$ cat src/rtl/stream_xbar_pkg.sv
// stream_xbar_pkg - shared types and helpers for the stream crossbar family.
// Rev 1.0
`default_nettype none

package stream_xbar_pkg;

  typedef enum logic [1:0] {
    TX_IDLE  = 2'd0,
    TX_SEND  = 2'd1,
    TX_DRAIN = 2'd2
  } tx_state_t;

  function automatic logic dest_in_range(input int unsigned dest, input int unsigned count);
    return (dest < count);
  endfunction

endpackage

`default_nettype wire

$ cat src/rtl/stream_out_reg.sv
// stream_out_reg - single-stage valid/ready output register holding an opaque payload.
// Rev 1.0
`default_nettype none

module stream_out_reg #(
  parameter int WIDTH = 8
) (
  input  logic             clk,
  input  logic             rst_n,
  input  logic [WIDTH-1:0] in_data_i,
  input  logic             in_load_i,
  output logic [WIDTH-1:0] out_data_o,
  output logic             out_valid_o,
  input  logic             out_ready_i
);

  logic [WIDTH-1:0] data_q, data_d;
  logic             valid_q, valid_d;

  // The caller only loads when the slot is empty or being drained this cycle,
  // so a stalled beat is never overwritten.
  always_comb begin
    data_d  = data_q;
    valid_d = valid_q;
    if (in_load_i) begin
      data_d  = in_data_i;
      valid_d = 1'b1;
    end else if (out_ready_i) begin
      valid_d = 1'b0;
    end
  end

  always_ff @(posedge clk or negedge rst_n) begin
    if (!rst_n) begin
      data_q  <= '0;
      valid_q <= 1'b0;
    end else begin
      data_q  <= data_d;
      valid_q <= valid_d;
    end
  end

  assign out_data_o  = data_q;
  assign out_valid_o = valid_q;

endmodule

`default_nettype wire

$ cat src/rtl/stream_pkt_tx.sv
// stream_pkt_tx - frames a descriptor plus raw payload into a dest/last stream for one crossbar input.
// Rev 1.0
`default_nettype none

module stream_pkt_tx
  import stream_xbar_pkg::*;
#(
  parameter  int T_DATA_WIDTH = 8,
  parameter  int M_DATA_COUNT = 3,
  parameter  int LEN_WIDTH    = 8,
  parameter  int CNT_WIDTH    = 16,
  localparam int T_DEST_WIDTH = $clog2(M_DATA_COUNT)
) (
  input  logic                    clk,
  input  logic                    rst_n,
  input  logic [T_DEST_WIDTH-1:0] desc_dest_i,
  input  logic [LEN_WIDTH-1:0]    desc_len_i,
  input  logic                    desc_valid_i,
  output logic                    desc_ready_o,
  input  logic [T_DATA_WIDTH-1:0] pld_data_i,
  input  logic                    pld_valid_i,
  output logic                    pld_ready_o,
  output logic [T_DATA_WIDTH-1:0] s_data_o,
  output logic [T_DEST_WIDTH-1:0] s_dest_o,
  output logic                    s_last_o,
  output logic                    s_valid_o,
  input  logic                    s_ready_i,
  output logic                    busy_o,
  output logic                    err_dest_o,
  output logic [CNT_WIDTH-1:0]    pkt_cnt_o
);

  localparam int PAYLOAD_WIDTH = T_DATA_WIDTH + T_DEST_WIDTH + 1;

  tx_state_t             state_q, state_d;
  logic [T_DEST_WIDTH-1:0] dest_q, dest_d;
  logic [LEN_WIDTH-1:0]  beats_q, beats_d;
  logic [CNT_WIDTH-1:0]  pkt_cnt_q, pkt_cnt_d;

  logic                     load;
  logic                     pld_accept;
  logic                     desc_ok;
  logic                     last_beat;
  logic [PAYLOAD_WIDTH-1:0] reg_in;
  logic [PAYLOAD_WIDTH-1:0] reg_out;

  assign desc_ok   = dest_in_range(32'(desc_dest_i), M_DATA_COUNT);
  assign last_beat = (beats_q == '0);

  // desc_ready_o is qualified by rst_n so every output reads 0 while reset is held.
  always_comb begin
    state_d      = state_q;
    dest_d       = dest_q;
    beats_d      = beats_q;
    desc_ready_o = 1'b0;
    pld_ready_o  = 1'b0;
    err_dest_o   = 1'b0;
    load         = 1'b0;
    pld_accept   = 1'b0;
    case (state_q)
      TX_IDLE: begin
        desc_ready_o = rst_n;
        if (desc_valid_i && rst_n) begin
          dest_d  = desc_dest_i;
          beats_d = desc_len_i;
          if (desc_ok) begin
            state_d = TX_SEND;
          end else begin
            err_dest_o = 1'b1;
            state_d    = TX_DRAIN;
          end
        end
      end
      TX_SEND: begin
        pld_ready_o = !s_valid_o || s_ready_i;
        pld_accept  = pld_valid_i && (!s_valid_o || s_ready_i);
        load        = pld_accept;
      end
      TX_DRAIN: begin
        pld_ready_o = 1'b1;
        pld_accept  = pld_valid_i;
      end
      default: state_d = TX_IDLE;
    endcase

    if (pld_accept) begin
      if (last_beat) begin
        state_d = TX_IDLE;
      end else begin
        beats_d = beats_q - LEN_WIDTH'(1);
      end
    end
  end

  always_comb begin
    pkt_cnt_d = pkt_cnt_q;
    if (s_valid_o && s_ready_i && s_last_o) begin
      pkt_cnt_d = pkt_cnt_q + CNT_WIDTH'(1);
    end
  end

  always_ff @(posedge clk or negedge rst_n) begin
    if (!rst_n) begin
      state_q   <= TX_IDLE;
      dest_q    <= '0;
      beats_q   <= '0;
      pkt_cnt_q <= '0;
    end else begin
      state_q   <= state_d;
      dest_q    <= dest_d;
      beats_q   <= beats_d;
      pkt_cnt_q <= pkt_cnt_d;
    end
  end

  assign reg_in = {dest_q, pld_data_i, last_beat};

  stream_out_reg #(
    .WIDTH(PAYLOAD_WIDTH)
  ) u_out_reg (
    .clk        (clk),
    .rst_n      (rst_n),
    .in_data_i  (reg_in),
    .in_load_i  (load),
    .out_data_o (reg_out),
    .out_valid_o(s_valid_o),
    .out_ready_i(s_ready_i)
  );

  assign s_dest_o  = reg_out[PAYLOAD_WIDTH-1 -: T_DEST_WIDTH];
  assign s_data_o  = reg_out[T_DATA_WIDTH:1];
  assign s_last_o  = reg_out[0];
  assign busy_o    = (state_q != TX_IDLE);
  assign pkt_cnt_o = pkt_cnt_q;

endmodule

`default_nettype wire

$ cat config.mk
export PLATFORM = sky130hd
export DESIGN_NAME = stream_pkt_tx
export DESIGN_NICKNAME = d
export VERILOG_FILES = /design/src/rtl/stream_xbar_pkg.sv /design/src/rtl/stream_out_reg.sv /design/src/rtl/stream_pkt_tx.sv
export SDC_FILE = /design/constraint.sdc
export NUM_CORES = 1
export LEC_CHECK = 0
export BUFFER_PORTS_ARGS = -buffer_cell sky130_fd_sc_hd__buf_2
export CAP_MARGIN = 5
export CORE_ASPECT_RATIO = 1.4
export CORE_UTILIZATION = 54
export CTS_BUF_LIST = sky130_fd_sc_hd__clkbuf_8
export CTS_CLUSTER_DIAMETER = 150
export DETAILED_ROUTE_END_ITERATION = 16
export PLACE_DENSITY_LB_ADDON = 0.2
export SYNTH_ARGS = -nofsm -noshare
export SYNTH_HDL_FRONTEND = slang
export SYNTH_HIERARCHICAL = 1
export SYNTH_SLANG_ARGS = --single-unit
$ cat constraint.sdc
create_clock -name clk -period 3.05 [get_ports clk]
set_clock_uncertainty 0.05 [all_clocks]
set_input_delay 0.61 -clock clk [delete_from_list [all_inputs] [get_ports clk]]
set_output_delay 0.61 -clock clk [all_outputs]
set_load 0.03 [all_outputs]
== Yosys cells after proc, flatten, opt, wreduce, memory -nomap -nowiden ==
Index checks and enable logic that the tools add are counted.
Word-level totals
  bits in registers: 40
Operators by class
  reductions and logical operators: 12
  magnitude comparators: 1
  equal/unequal tests: 2
  mux-type cells: 18
  add/sub/neg operators: 2
Operators by type and width (number)
  2-to-1 mux 8 bit: 4
  adder 16 x 1 -> 16 bit (second input constant): 1
  logical NOT 8 bit: 1
  2-to-1 mux 2 bit: 4
  subtractor 8 x 1 -> 8 bit (second input constant): 1
  2-to-1 mux 1 bit: 7
  logical AND 1 bit: 4
  case mux 1 bit (2 select lines): 2
  case mux 2 bit (2 select lines): 1
  nonzero test 2 bit: 2
  equality test 2 x 1 -> 1 bit (second input constant): 1
  equality test 2 bit (second input constant): 1
  logical NOT 2 bit: 1
  < comparator 2 bit (second input constant): 1
  AND reduction 2 bit: 1
  OR reduction 2 bit: 1
  logical NOT 1 bit: 1
  logical OR 1 bit: 1

== Longest topological paths before layout ==
Gate-level depths: netlist of run 1.
  depth after elaboration: 6
  depth in mapped cells: 8
  mapped depth without buffers: 7

== Cells and area by module ==
Netlist of run 1, hierarchy kept.
By module, submodules not included
  stream_pkt_tx: cells each 152, instances 1, area each 1521.5 um2
  stream_out_reg: cells each 26, instances 1, area each 481.7 um2

== Worst setup path before layout of run 1 ==
No wires, ideal clock.
  kind: reg-to-reg
  from: register beats_q[0]
  to: register beats_q[1]
  buffers on the path: 1
  data arrival time: 1.951 ns
  stages on the path, launching flop included: 8
  period minus slack after synthesis: 2.135 ns
  path slack: 0.915 ns
  setup time: 0.134 ns
  cell sequence: dfrtp_1 -> inv_1 -> ha_1 -> or4b_4 -> or4_4 -> buf_6 -> a221oi_1 -> a31oi_1
Between the ends
  longest elaborated chain between the ends: 3
  elaborated cells on any way between the ends: 4
  those cells by class: add/sub (1); mux (2); reduce/logical (1)
RTL lines
  from (decl): line stream_pkt_tx.sv:37  | logic [LEN_WIDTH-1:0] beats_q, beats_d;
  from (signal assigned): line stream_pkt_tx.sv:111  | beats_q <= beats_d;
  subtractor 8 x 1 -> 8 bit / logical NOT 8 bit (equally long branches): line stream_pkt_tx.sv:90, stream_pkt_tx.sv:48
  2-to-1 mux 8 bit *: line stream_pkt_tx.sv:87  | if (last_beat) begin
  2-to-1 mux 8 bit *: line stream_pkt_tx.sv:86  | if (pld_accept) begin
  named net beats_d[1]: line stream_pkt_tx.sv:37
The timed path passes the listed nets; every way through them passes the cells marked *.
A chain may end at the register's enable or synchronous reset.

== Final worst setup path of run 1 ==
  from: register state_q[1]
  to: output err_dest_o
Between the ends
  longest elaborated chain between the ends: 2
RTL lines
  from (decl): line stream_pkt_tx.sv:35  | tx_state_t state_q, state_d;
  from (signal assigned): line stream_pkt_tx.sv:109  | state_q <= state_d;
  logical NOT 2 bit: line stream_pkt_tx.sv:60  | case (state_q)
  2-to-1 mux 1 bit: line stream_pkt_tx.sv:60
  to (decl): line stream_pkt_tx.sv:29  | output logic err_dest_o,
No other way between the ends.

==> impl_metrics.yaml, run 1 <==
run_status:
  status: "completed"
pwr:
  net-switching-power_mw: 0.821
  internal_power_mw: 1.27
  seq_power_share: 0.394
  pwr-share-clk: 0.202
  pwr_density_cell_nw_per_um2: 869
  cellLeakagePower_nw: 1.24
  peakVddDrop_mv: 0.570
  switching_share: 0.393
  p_comb_frac: 0.404
final_layout:
  synthToLayoutAreaGrowth_pct: 20.2
  final_cell_mix: "54 x buf_2, 40 x dfrtp_1, 17 x nand3_1"
  drive_gt1_frac: 0.339
  fillCellCount: 260
  multi_input_area_um2: 933
  layout_commonest_cell: "buf_2"
  regArea_um2: 1000
  final_nets: 263
sta:
  max_slew.worst_pin.slew_ns: 0.722
  fin_crit_ns: 2.66
  tns_ns: 0
  finalCritPeriodShare: 0.874
  drv_slew: 0
  clock.fmax_mhz: 375
  hold_ws_ns: 0.343
  slew_headroom: 0.519
  rsz0062_at_grt: "false"
  finalHoldViolations: 0
  finalSetupViolations: 0
clock_network:
  cts_sinks: 40
  cts.reportedPaths.clkPinSlew_ns: 0.08
  cts_tree: "yes"
  clockRootBuffer: "clkbuf_8"
  hold_buffers: 0
  postCtsSetupBuffers: 0
  clockBufferDepth: 2
  cts_buffers: 5
  clock_latency_ns: 0.29
  cts_resized: 0
  h-tree-depth: 2
routing:
  routed_wl_um: 4500
  drt_iter0_markers: 75
  vias_per_cell: 5.86
  drc: 0
  wl_met1_um: 1750
  met2WireLength_um: 2370
  dr.max_layer_used: "met4"
  dr.pass1.iters: 4
  routedWlPerCell_um: 16.3
  ant_nets: 0
  vias: 1623
  wl_met3_um: 263
placement:
  place_hpwl_um: 3300
  place_congestion: 0.790
  port_buffers: 54
floorplan:
  rows: 25
  die_h_um: 74.1
  initial_core_util: 0.577
  coreArea_um2: 3470
  io-pin-count: 55
  die_area_um2: 3960
  die_x_um: 53.5
synthesis:
  avgSynthCellArea_um2: 11.3
  synthCells: 178
  yosysUniqueCellTypes: 42
  synth-main-ff-cell: "dfrtp_1"
  synth_enable_flop_cells: 0
  syn_area_um2: 2000
  ys_ff_latch: 40
  synth_nets: 206
  async_reset_ff_frac: 1.00
  yosys_warnings: 6
  synth-seq-area-share: 0.500
setup_path:
  crit_arrival_ns: 2.00
  cp.required_ns: 2.39
  cp-start-kind: "flop"
  path_class: "flop to output port"
  r2r_slack_ns: 0.72
  crit_fanout: 14
  cp-end-kind: "output port"
global_routing:
  grt_pass1_wl_um: 7220
  grt_usage: 0.251
  grt_max_degree: 43
  grt_overflow: 0
  grt_pass1_vias: 1615
  antenna_found_initial: 1
hold_path:
  min_path_type: "input port to async pin"
job:
  drv_cap: 0
[synth_stat cells, types with 2 or more instances]
library cell	number	area share
ha_1	5	0.031
nand2_1	14	0.026
a221oi_1	2	0.0087
nor3_1	3	0.0075
nand4b_1	2	0.0087
or4_1	3	0.011
o22ai_1	2	0.0062
dfrtp_1	40	0.50
nand3_1	17	0.042
clkbuf_1	3	0.0056
a21oi_1	4	0.010
or3_1	2	0.0062
mux2_4	9	0.067
mux2_2	3	0.017
xor2_1	4	0.017
a22o_1	3	0.013
nor2_1	7	0.013
inv_1	7	0.013
nand2b_1	2	0.0062
o211ai_1	2	0.0075
xnor2_1	11	0.048
nand4_1	6	0.019
buf_6	2	0.011
nor4_1	2	0.0062
and3_1	6	0.019
[through the flow]
stage          utilization  instances  power (mW)  instance area, um2  setup slack [ns]
2_1_floorplan            -        178        1.44                2000             0.915
3_3_place_gp         0.662        268        1.62                2300             0.818
3_5_place_dp         0.662        268        1.67                2300             0.729
4_1_cts              0.693        276        2.09                2400             0.411
5_1_grt              0.693        277        2.20                2410             0.260
6_report             0.693        277        2.09                2410             0.386
[cell type report]
class,count,area share
flip-flops and latches,40,0.416
multi-input cells,125,0.388
repair buffers,55,0.115
clock buffers,5,0.0286
well taps,40,0.0208
clock inverters,3,0.0161
inverters,8,0.0146
diodes,1,0.00104
[critical path, cell delays in order, from the launching register on]
cell	delay [ns]
dfrtp_1	0.40
inv_1	0.14
ha_1	0.22
and3_1	0.50
and3_1	0.26
buf_2	0.20
[metal layers]
metal  vias to the layer above  track usage
met5                         -            0
met3                         9       0.0470
met2                        65        0.429
met1                       782        0.285
li1                        767            -
met4                         0        0.143
[power groups by stage]
stage	sequential, mW	clock, mW	combinational (mW)
2_1_floorplan	0.958	0	0.482
6_report	0.823	0.424	0.845
3_5_place_dp	0.829	0	0.844
5_1_grt	0.843	0.444	0.914
3_3_place_gp	0.812	0	0.809
4_1_cts	0.822	0.425	0.847
[state kept, by name (all words and copies together) (netlist names)]
| register | cells |
|---|---|
| u_out_reg/out_data_o | 11 |
| u_out_reg/out_valid_o | 1 |
| beats_q | 8 |
| dest_q | 2 |
| state_q | 2 |
| pkt_cnt_o | 16 |
[logic make-up (layout without fill, tap and decap cells)]
kind of cell / count (synthesis) / after routing / synth area share
flip-flops: 40 / 40 / 0.500
AND/OR/NAND/NOR: 69 / 69 / 0.190
other: 0 / 1 / 0
adder cells (fa/ha/maj): 5 / 5 / 0.0312
multiplexers: 13 / 13 / 0.0893
XOR/XNOR: 15 / 15 / 0.0656
buffers and inverters: 13 / 71 / 0.0344
AO/OA/AOI/OAI: 23 / 23 / 0.0899
[worst paths after layout]
kind | start | to | cells after the start
max | state_q[1]$_DFF_PN0_ | err_dest_o | 5
min | rst_n | pkt_cnt_o[15]$_DFFE_PN0P_ | 2
max reg2reg | beats_q[0]$_DFF_PN0_ | beats_q[1]$_DFF_PN0_ | 6
min reg2reg | pkt_cnt_o[15]$_DFFE_PN0P_ | pkt_cnt_o[15]$_DFFE_PN0P_ | 1
max in group asynchronous | rst_n | pkt_cnt_o[7]$_DFFE_PN0P_ | 2
min in group clk | pkt_cnt_o[15]$_DFFE_PN0P_ | pkt_cnt_o[15]$_DFFE_PN0P_ | 1
Power figures use the tool's default switching activity.
==> run 2, diff against run 1 <==
Settings changed: CORE_ASPECT_RATIO 1.4 to unset, CORE_UTILIZATION 54 to 49.
Clock period 3.05 ns to 2.4 ns, I/O delays scaled along.
==> run 2 against run 1 <==
Compared with the run above:
- wire length is 9.3% lower
- clock power grew 39%
- first-iteration DRC count is 11% higher
- final area grew 4.0%
- worst hold slack improved by 0.019 ns
- utilization fell by 3.5 points
- cell count grew 5.1%
- via count fell by 2.1%
- combinational power grew 30%
- sequential cell count is the same
- global-route usage decreased by 4.2 points
- non-clock buffer count rose by 7
- largest power group unchanged
==> impl_metrics.yaml, run 2 (synthesis results as in run 1) <==
sta:
  finalSetupViolations: 0
  fin_crit_ns: 2.28
  drv_slew: 0
  clock.fmax_mhz: 439
  slew_headroom: 0.681
  tns_ns: 0
  max_slew.worst_pin.slew_ns: 0.472
  finalHoldViolations: 0
  rsz0062_at_grt: "false"
  finalCritPeriodShare: 0.949
final_layout:
  fillCellCount: 319
  final_cell_mix: "54 x buf_2, 40 x dfrtp_1, 17 x nand3_1"
  drive_gt1_frac: 0.362
  final_nets: 270
  synthToLayoutAreaGrowth_pct: 24.9
  largest_register_ff_count: 16
  insertedDiodeCount: 0
  layout_commonest_cell: "buf_2"
floorplan:
  coreArea_um2: 3800
  die_x_um: 65.9
  die_area_um2: 4350
  io-pin-count: 55
  rows: 22
  die_h_um: 65.9
  initial_core_util: 0.527
routing:
  drc: 0
  drt_iter0_markers: 83
  ant_nets: 0
  routed_wl_um: 4080
  routedWlPerCell_um: 14.0
  vias_per_cell: 5.46
  vias: 1589
  dr.pass1.iters: 4
hold_path:
  min_path_type: "input port to flop"
setup_path:
  cp.required_ns: 1.87
  crit_fanout: 6
  path_class: "input port to output port"
  crit_arrival_ns: 1.75
  cp-end-kind: "output port"
  cp-start-kind: "input port"
clock_network:
  clockRootBuffer: "clkbuf_8"
  clock_latency_ns: 0.28
  cts_sinks: 40
  cts_buffers: 5
  clockBufferDepth: 2
  cts.reportedPaths.clkPinSlew_ns: 0.08
  cts_tree: "yes"
  h-tree-depth: 2
pwr:
  peakVddDrop_mv: 0.582
  power_mw: 2.72
  cellLeakagePower_nw: 1.28
  pwr_density_cell_nw_per_um2: 1090
job:
  drv_cap: 0
global_routing:
  grt_usage: 0.209
  grt_pass1_vias: 1534
  antenna_found_initial: 0
  grt_overflow: 0
  grt_pass1_wl_um: 6920
  grt_max_degree: 33
placement:
  port_buffers: 54
  place_congestion: 0.876
  place_hpwl_um: 2960
run_status:
  status: "completed"
run 2: cell type report:
class	count	area, um2	share of cell area
clock buffer	7	96.3	0.0385
clock inverter	1	30.0	0.0120
inverter	8	35.0	0.0140
multi-input combinational	125	945	0.377
sequential	40	1000	0.400
tap	48	60.1	0.0240
timing repair buffer	62	335	0.134
run 2: metrics by stage:
stage / util / area (um2) / hold WS (ns) / setup slack [ns] / std cells
final: 0.659 / 2500 / 0.362 / 0.123 / 291
after global routing: 0.659 / 2500 / 0.366 / 0.0259 / 291
after CTS: 0.654 / 2480 / 0.353 / 0.00521 / 290
after detailed placement: 0.615 / 2340 / 0.309 / 0.146 / 280
after global placement: 0.615 / 2340 / 0.316 / 0.219 / 280
after floorplan: - / 2000 / 0.134 / 0.265 / 178
run 2: worst max-delay path: stages:
cell and delay (ns):
dlygate4sd3_1 0.52, buf_2 0.17, and3_1 0.19, and3_1 0.18, buf_2 0.20
run 2: repair_timing:
action | 4_1_cts | 5_1_grt
endpoints found under the hold margin | 7 | 0
setup buffers | 0 | 1
endpoints found under the setup margin | 0 | 2
hold buffers | 2 | 0
resized for setup | 0 | 3
run 2: final timing paths:
kind	startpoint	to	slack (ns)	cells after the start
setup / recovery	rst_n	err_dest_o	0.12	5
setup reg to reg	beats_q[0]$_DFF_PN0_	beats_q[5]$_DFF_PN0_	0.13	7
hold / removal	desc_dest_i[1]	dest_q[1]$_DFFE_PN0P_	0.36	3
hold reg to reg	dest_q[1]$_DFFE_PN0P_	dest_q[1]$_DFFE_PN0P_	0.43	2
max in group asynchronous	rst_n	state_q[1]$_DFF_PN0_	0.81	3
min in group asynchronous	rst_n	u_out_reg/out_data_o[8]$_DFFE_PN0P_	0.50	2
run 2: metal layers:
layer	up-vias	wire, um	track usage
li1	780	-	-
met1	769	1990	0.279
met2	36	1880	0.341
met3	4	176	0.0500
met4	0	33	0.0532
met5	-	0	0
run 2: power breakdown:
group	internal, mW	total [mW]	leakage [nW]	switching (mW)
combinational	0.473	1.10	0.696	0.626
sequential	0.869	1.04	0.516	0.167
clock	0.367	0.588	0.0645	0.221
